`src/rtl/mem_arbiter.sv`:
```
// mem_arbiter: shares one single-ported, variable-latency RAM between the
// instruction-fetch and data ports of the request unit.
//
// Handshake: a requester raises iREN or dREN/dWEN and keeps its address and
// write data steady until it sees the matching one-cycle ihit/dhit. The
// request unit drops the request on the edge that ends the hit cycle. The
// arbiter never grants in a response state, so the still-high request seen
// during the hit cycle cannot be granted twice. Every grant ends in exactly
// one hit, even when the RAM reports ERROR or the access times out.
// A reset abandons any access in flight without producing a hit.
module mem_arbiter #(
  parameter int TIMEOUT    = 64,
  parameter int STARVE_MAX = 4
) (
  input  logic        CLK,
  input  logic        RST,
  input  logic        iREN,
  input  logic [31:0] iaddr,
  output logic [31:0] iload,
  output logic        ihit,
  input  logic        dREN,
  input  logic        dWEN,
  input  logic [31:0] daddr,
  input  logic [31:0] dstore,
  output logic [31:0] dload,
  output logic        dhit,
  output logic        ramREN,
  output logic        ramWEN,
  output logic [31:0] ramaddr,
  output logic [31:0] ramstore,
  input  logic [31:0] ramload,
  input  logic [1:0]  ramstate,
  output logic        err,
  output logic [2:0]  dbg_state
);

  // RAM status encoding presented on ramstate
  localparam logic [1:0] RAM_FREE   = 2'd0;
  localparam logic [1:0] RAM_BUSY   = 2'd1;
  localparam logic [1:0] RAM_ACCESS = 2'd2;
  localparam logic [1:0] RAM_ERROR  = 2'd3;

  // Wide enough to hold TIMEOUT-1 and STARVE_MAX respectively
  localparam int CW = $clog2(TIMEOUT + 1);
  localparam int SW = $clog2(STARVE_MAX + 1);

  typedef enum logic [2:0] {
    IDLE = 3'd0,
    DACC = 3'd1,
    IACC = 3'd2,
    DRSP = 3'd3,
    IRSP = 3'd4
  } state_t;

  state_t        state;
  logic [CW-1:0] cnt;      // cycles spent in the current access state
  logic [SW-1:0] starve;   // consecutive data grants while iREN waited
  logic          req_wr;   // latched op of the data request being served

  logic data_req;
  logic data_wins;
  logic access_done;
  logic access_ok;

  // Grant decision and access completion, evaluated from current inputs
  always_comb begin
    data_req    = dREN | dWEN;
    data_wins   = data_req & (~iREN | (starve < SW'(STARVE_MAX)));
    access_ok   = (ramstate == RAM_ACCESS);
    access_done = access_ok | (ramstate == RAM_ERROR) |
                  (cnt == CW'(TIMEOUT - 1));
  end

  // Arbitration FSM; all outputs, including the RAM drive, are registered
  always_ff @(posedge CLK) begin
    if (RST) begin
      state    <= IDLE;
      cnt      <= '0;
      starve   <= '0;
      req_wr   <= 1'b0;
      ramREN   <= 1'b0;
      ramWEN   <= 1'b0;
      ramaddr  <= '0;
      ramstore <= '0;
      iload    <= '0;
      dload    <= '0;
      ihit     <= 1'b0;
      dhit     <= 1'b0;
      err      <= 1'b0;
    end else begin
      // hits are single-cycle pulses: only the edge entering a response
      // state raises one
      ihit <= 1'b0;
      dhit <= 1'b0;
      case (state)
        IDLE: begin
          cnt <= '0;
          if (data_wins) begin
            // ramaddr/ramstore double as the latched request, so later
            // changes on daddr/dstore cannot disturb the access
            req_wr   <= dWEN;
            ramREN   <= ~dWEN;
            ramWEN   <= dWEN;
            ramaddr  <= daddr;
            ramstore <= dWEN ? dstore : 32'd0;
            if (iREN) starve <= starve + SW'(1);
            state    <= DACC;
          end else if (iREN) begin
            req_wr   <= 1'b0;
            ramREN   <= 1'b1;
            ramWEN   <= 1'b0;
            ramaddr  <= iaddr;
            ramstore <= 32'd0;
            starve   <= '0;
            state    <= IACC;
          end
        end

        DACC, IACC: begin
          if (access_done) begin
            ramREN   <= 1'b0;
            ramWEN   <= 1'b0;
            ramaddr  <= '0;
            ramstore <= '0;
            if (access_ok) begin
              if (state == IACC) iload <= ramload;
              else if (!req_wr)  dload <= ramload;
            end else begin
              // ERROR or timeout: loads keep their old value, but the
              // requester still gets its hit so the pipeline moves on
              err <= 1'b1;
            end
            if (state == IACC) begin
              ihit  <= 1'b1;
              state <= IRSP;
            end else begin
              dhit  <= 1'b1;
              state <= DRSP;
            end
          end else begin
            cnt <= cnt + CW'(1);
          end
        end

        DRSP, IRSP: begin
          // no grant here: the requester's request is still high this cycle
          state <= IDLE;
        end

        default: state <= IDLE;
      endcase
    end
  end

  // FSM state exposed for debug and checkers
  assign dbg_state = state;

  // RAM_FREE and RAM_BUSY are named for readability; neither ends an access
  logic unused_enc;
  assign unused_enc = ^{RAM_FREE, RAM_BUSY};

endmodule

```
`config.mk`:
```
export PLATFORM = sky130hd
export DESIGN_NAME = mem_arbiter
export DESIGN_NICKNAME = d
export VERILOG_FILES = /design/src/rtl/mem_arbiter.sv
export SDC_FILE = /design/constraint.sdc
export NUM_CORES = 1
export LEC_CHECK = 0
export ABC_CLOCK_PERIOD_IN_PS = 2600
export BUFFER_PORTS_ARGS = -buffer_cell sky130_fd_sc_hd__buf_4
export CAP_MARGIN = 40
export CORE_MARGIN = 10
export CORE_UTILIZATION = 45
export DETAILED_ROUTE_END_ITERATION = 8
export PLACE_DENSITY = 0.86
export SLEW_MARGIN = 20
export SYNTH_ARGS = -nofsm -noshare
export SYNTH_HDL_FRONTEND = slang
export SYNTH_SLANG_ARGS = --single-unit
```
`constraint.sdc`:
```
create_clock -name CLK -period 2.6 [get_ports CLK]
set_input_delay 0.26 -clock CLK [delete_from_list [all_inputs] [get_ports CLK]]
set_output_delay 0.26 -clock CLK [all_outputs]
set_load 0.005 [all_outputs]
```
==> results.md <==
- Top-level I/O count: 271
- Largest net degree at the start of global routing: 52
- Fin crit period: 2050 ps
- Placed Area: slightly above 8000 um2
- Layout Skew: 7.38 ps
- Initial Util: 0.456
- Gr ovfl total: 0
- Crit-path max FO: 32
- Hold WS: roughly 71 ps
- Cell Count, Final, Fillers Out: between 1000 and 1500
- Hold path cells: 3
- Hold Fails Final Rpt: 0
- Vias in the first global route: 5631
- Commonest non-fill, non-tap cell in the layout: buf_4
- Count of cell types in the netlist: 46
- Slowest CP cell: or3_1
- Antenna violations before repair: 0
- Clk slew on worst S/H paths: roughly 60 ps
- CTS Sinks: approximately 150
- Final WL: between 15000 and 20000 um
- Worst endpoint required time: just under 3000 ps
- Num CTS Buffers: 17
- RSZ-0062 raised after global routing: false
- Clock latency on the worst-skew pair: between 400 and 500 ps
- # hold bufs at CTS: 0
- Leak: around 3.6 nW
- Post-DRT Antenna Nets: 0
- Die width: 136 um
- Worst slew pin tran: 700 ps
- Setup Buffers After CTS: 0
- CTS Buffer Depth: 2
- Post-synth net total: roughly 790
- GP Congestion: slightly below 0.9
- Asr flop ratio synth: 0
- Post-Syn Area: between 6000 and 7000 um2
- Mean post-synth cell area: roughly 9.2 um2
- WL/cell: 18.1 um
- Vias/cell: ~5.2
- DRT iter0 DRCs: 299
- DP Cell Count: 1059
- Setup CP Type: flip-flop to flip-flop
- Int Power: ~4.5 mW
- Sw frac: 0.252
- Core footprint: around 13000 um2
- H-tree levels: 4
- Hold_sp: dstore[13]
- Sequential Area: 2940 um2
- Nets: 1039
- Seq/Total Area, Yosys: 0.489
- Worst Path Arrival: between 2000 and 2500 ps
- Hold Path Sink: ramstore[13]$_SDFFE_PP0P_
- Share of power burned in the clock network: 0.428
- TritonRoute pass-1 iters: 4
- Most frequent cells in the layout: buf_4, dfxtp_1, nand2_1
- Critical path, cell by cell: or3_1 -> or3_2 -> buf_4 -> o2bb2ai_2
- Synth Instances: between 600 and 700
- Hold crit path type: primary input to flip-flop
- Setup violators final: 0
- Status: finished clean
- Site Rows: 42
- Logic pwr share: 0.158
- Max incr delay on CP: ~540 ps
- Die area: between 15000 and 20000 um2
- Hpwl dp: ~14000 um
- Power Total: ~6 mW
- Worst slack, placed: about 580 ps
- TritonCTS clock tree: yes
- CTS root buf: clkbuf_16
- Fin area: 8760 um2
- Slew Limit Fails: 0
- Worst Setup End Kind: flip-flop
- Global-route wire length before repair: approximately 30000 um
- NetSw: ~1.5 mW
- Area taken by multi-input logic gates: around 2800 um2
- Relative slew slack: 0.534
- Share of layout cells above drive strength 1: 0.391
- Crit path launch: dbg_state[2]$_SDFFE_PP0P_
- Part of the power in registers: 0.414
- Peak supply drop: between 0.0004 and 0.0005 V
- Worst reg-to-reg path cell count: 4
- Cell Pwr Density: 683 nW/um2
- RR Startpoint: dbg_state[2]$_SDFFE_PP0P_
- Post-CTS Resized: 0
- Max_cap viols: 0
- Worst r2r dst: ramaddr[21]$_SDFFE_PP0P_
- Fmax: approximately 0.49 GHz
- Crit share post-route: 0.789
- Flops & latches, synth: 147
- Final Core Density: 0.664
- Top_reg_cell synth: dfxtp_1
- Area delta synth->final: 45.7%
- Reg-to-reg slack, setup: approximately 550 ps
- # fillers: roughly 1000
- Vias: approximately 5700
- Port buffer count: 270
- Residual DRC: 0
- Diodes inserted: 0
- EDFF count, synth: 0
- Setup ws final: roughly 550 ps
- Gr usage total: 0.205
- Setup TNS: 0 ps
- Yosys Warn Count: 0
- Crit path launch type: flip-flop
- DIE HEIGHT: about 140 um
[Yosys cell counts (all sizes together), types with 2 or more instances]
library cell / count / area, um2
o31ai: 2 / 15.0
nand4: 33 / 206
nor2: 11 / 41.3
clkbuf: 37 / 139
nand2b: 33 / 206
nand3: 6 / 30.0
o21a: 2 / 15.0
nand3b: 4 / 30.0
o21ai: 35 / 175
and3: 4 / 25.0
o211ai: 3 / 22.5
dfxtp: 147 / 2940
ha: 2 / 25.0
nor2b: 2 / 12.5
buf: 20 / 146
mux2i: 32 / 320
a311oi: 2 / 17.5
nand2: 134 / 503
a31oi: 3 / 18.8
nor3: 10 / 50.1
a21oi: 75 / 375
inv: 4 / 15.0
o2bb2ai: 32 / 468
or3: 4 / 25.0
a211oi: 2 / 20.0
[final cells by class]
class                      instances  area share
inverter                           4     0.00171
tap                              176      0.0251
multi-input combinational        447       0.322
clock inverter                    13      0.0208
sequential                       147       0.336
timing repair buffer             285       0.244
clock buffer                      18      0.0501
[power by group through the flow]
stage / Sequential (mW) / Clock [mW] / Combinational [mW]
after floorplan: 2.52 / 0 / 0.466
after global placement: 2.52 / 0 / 0.928
after detailed placement: 2.52 / 0 / 0.946
after CTS: 2.48 / 2.61 / 0.951
after global routing: 2.49 / 2.71 / 1.03
final: 2.48 / 2.56 / 0.943
[cells by family (layout without fill, tap and decap cells)]
| family | after synthesis | after routing | share of synthesized area |
|---|---|---|---|
| simple gates | 246 | 246 | 0.195 |
| compound gates | 164 | 164 | 0.200 |
| flops | 147 | 147 | 0.489 |
| buf+inv | 61 | 320 | 0.0499 |
| mux | 33 | 33 | 0.0551 |
| fa+ha+maj | 2 | 2 | 0.00416 |
| xor+xnor | 2 | 2 | 0.00603 |
[flip-flops by register name (all words and copies together), names as in the netlist]
register and flops:
ramstore 32, ramREN 1, iload 32, err 1, req_wr 1, dhit 1, ramWEN 1, dbg_state 3
dload 32, starve 3, ihit 1, ramaddr 32, cnt 7
[how the worst max path moves through the flow]
stage / to / slack, ps
CTS: ramaddr[0]$_SDFFE_PP0P_ / 560
detailed placement: ramaddr[0]$_SDFFE_PP0P_ / 580
finish: ramaddr[21]$_SDFFE_PP0P_ / 550
global route: ramaddr[21]$_SDFFE_PP0P_ / 430
floorplan: ramaddr[0]$_SDFFE_PP0P_ / 730
global placement: ramREN$_SDFFE_PP0P_ / 630
[worst max-delay path, delay by kind of cell, from the launching register on]
kind	cells	cell delay [ps]
and+or+nand+nor	2	1020
DFF	1	440
buffers and inverters	1	300
AOI/OAI and AO/OA	1	200
[routing by layer]
metal	track usage	part of all wire	vias up	routed length (um)
li1	-	-	2785	-
met1	0.226	0.39	2656	7720
met2	0.350	0.51	205	9960
met3	0.0801	0.086	24	1690
met4	0.0706	0.017	0	330
met5	0	0	-	0
Note: power is estimated with default switching activity, not from simulation.
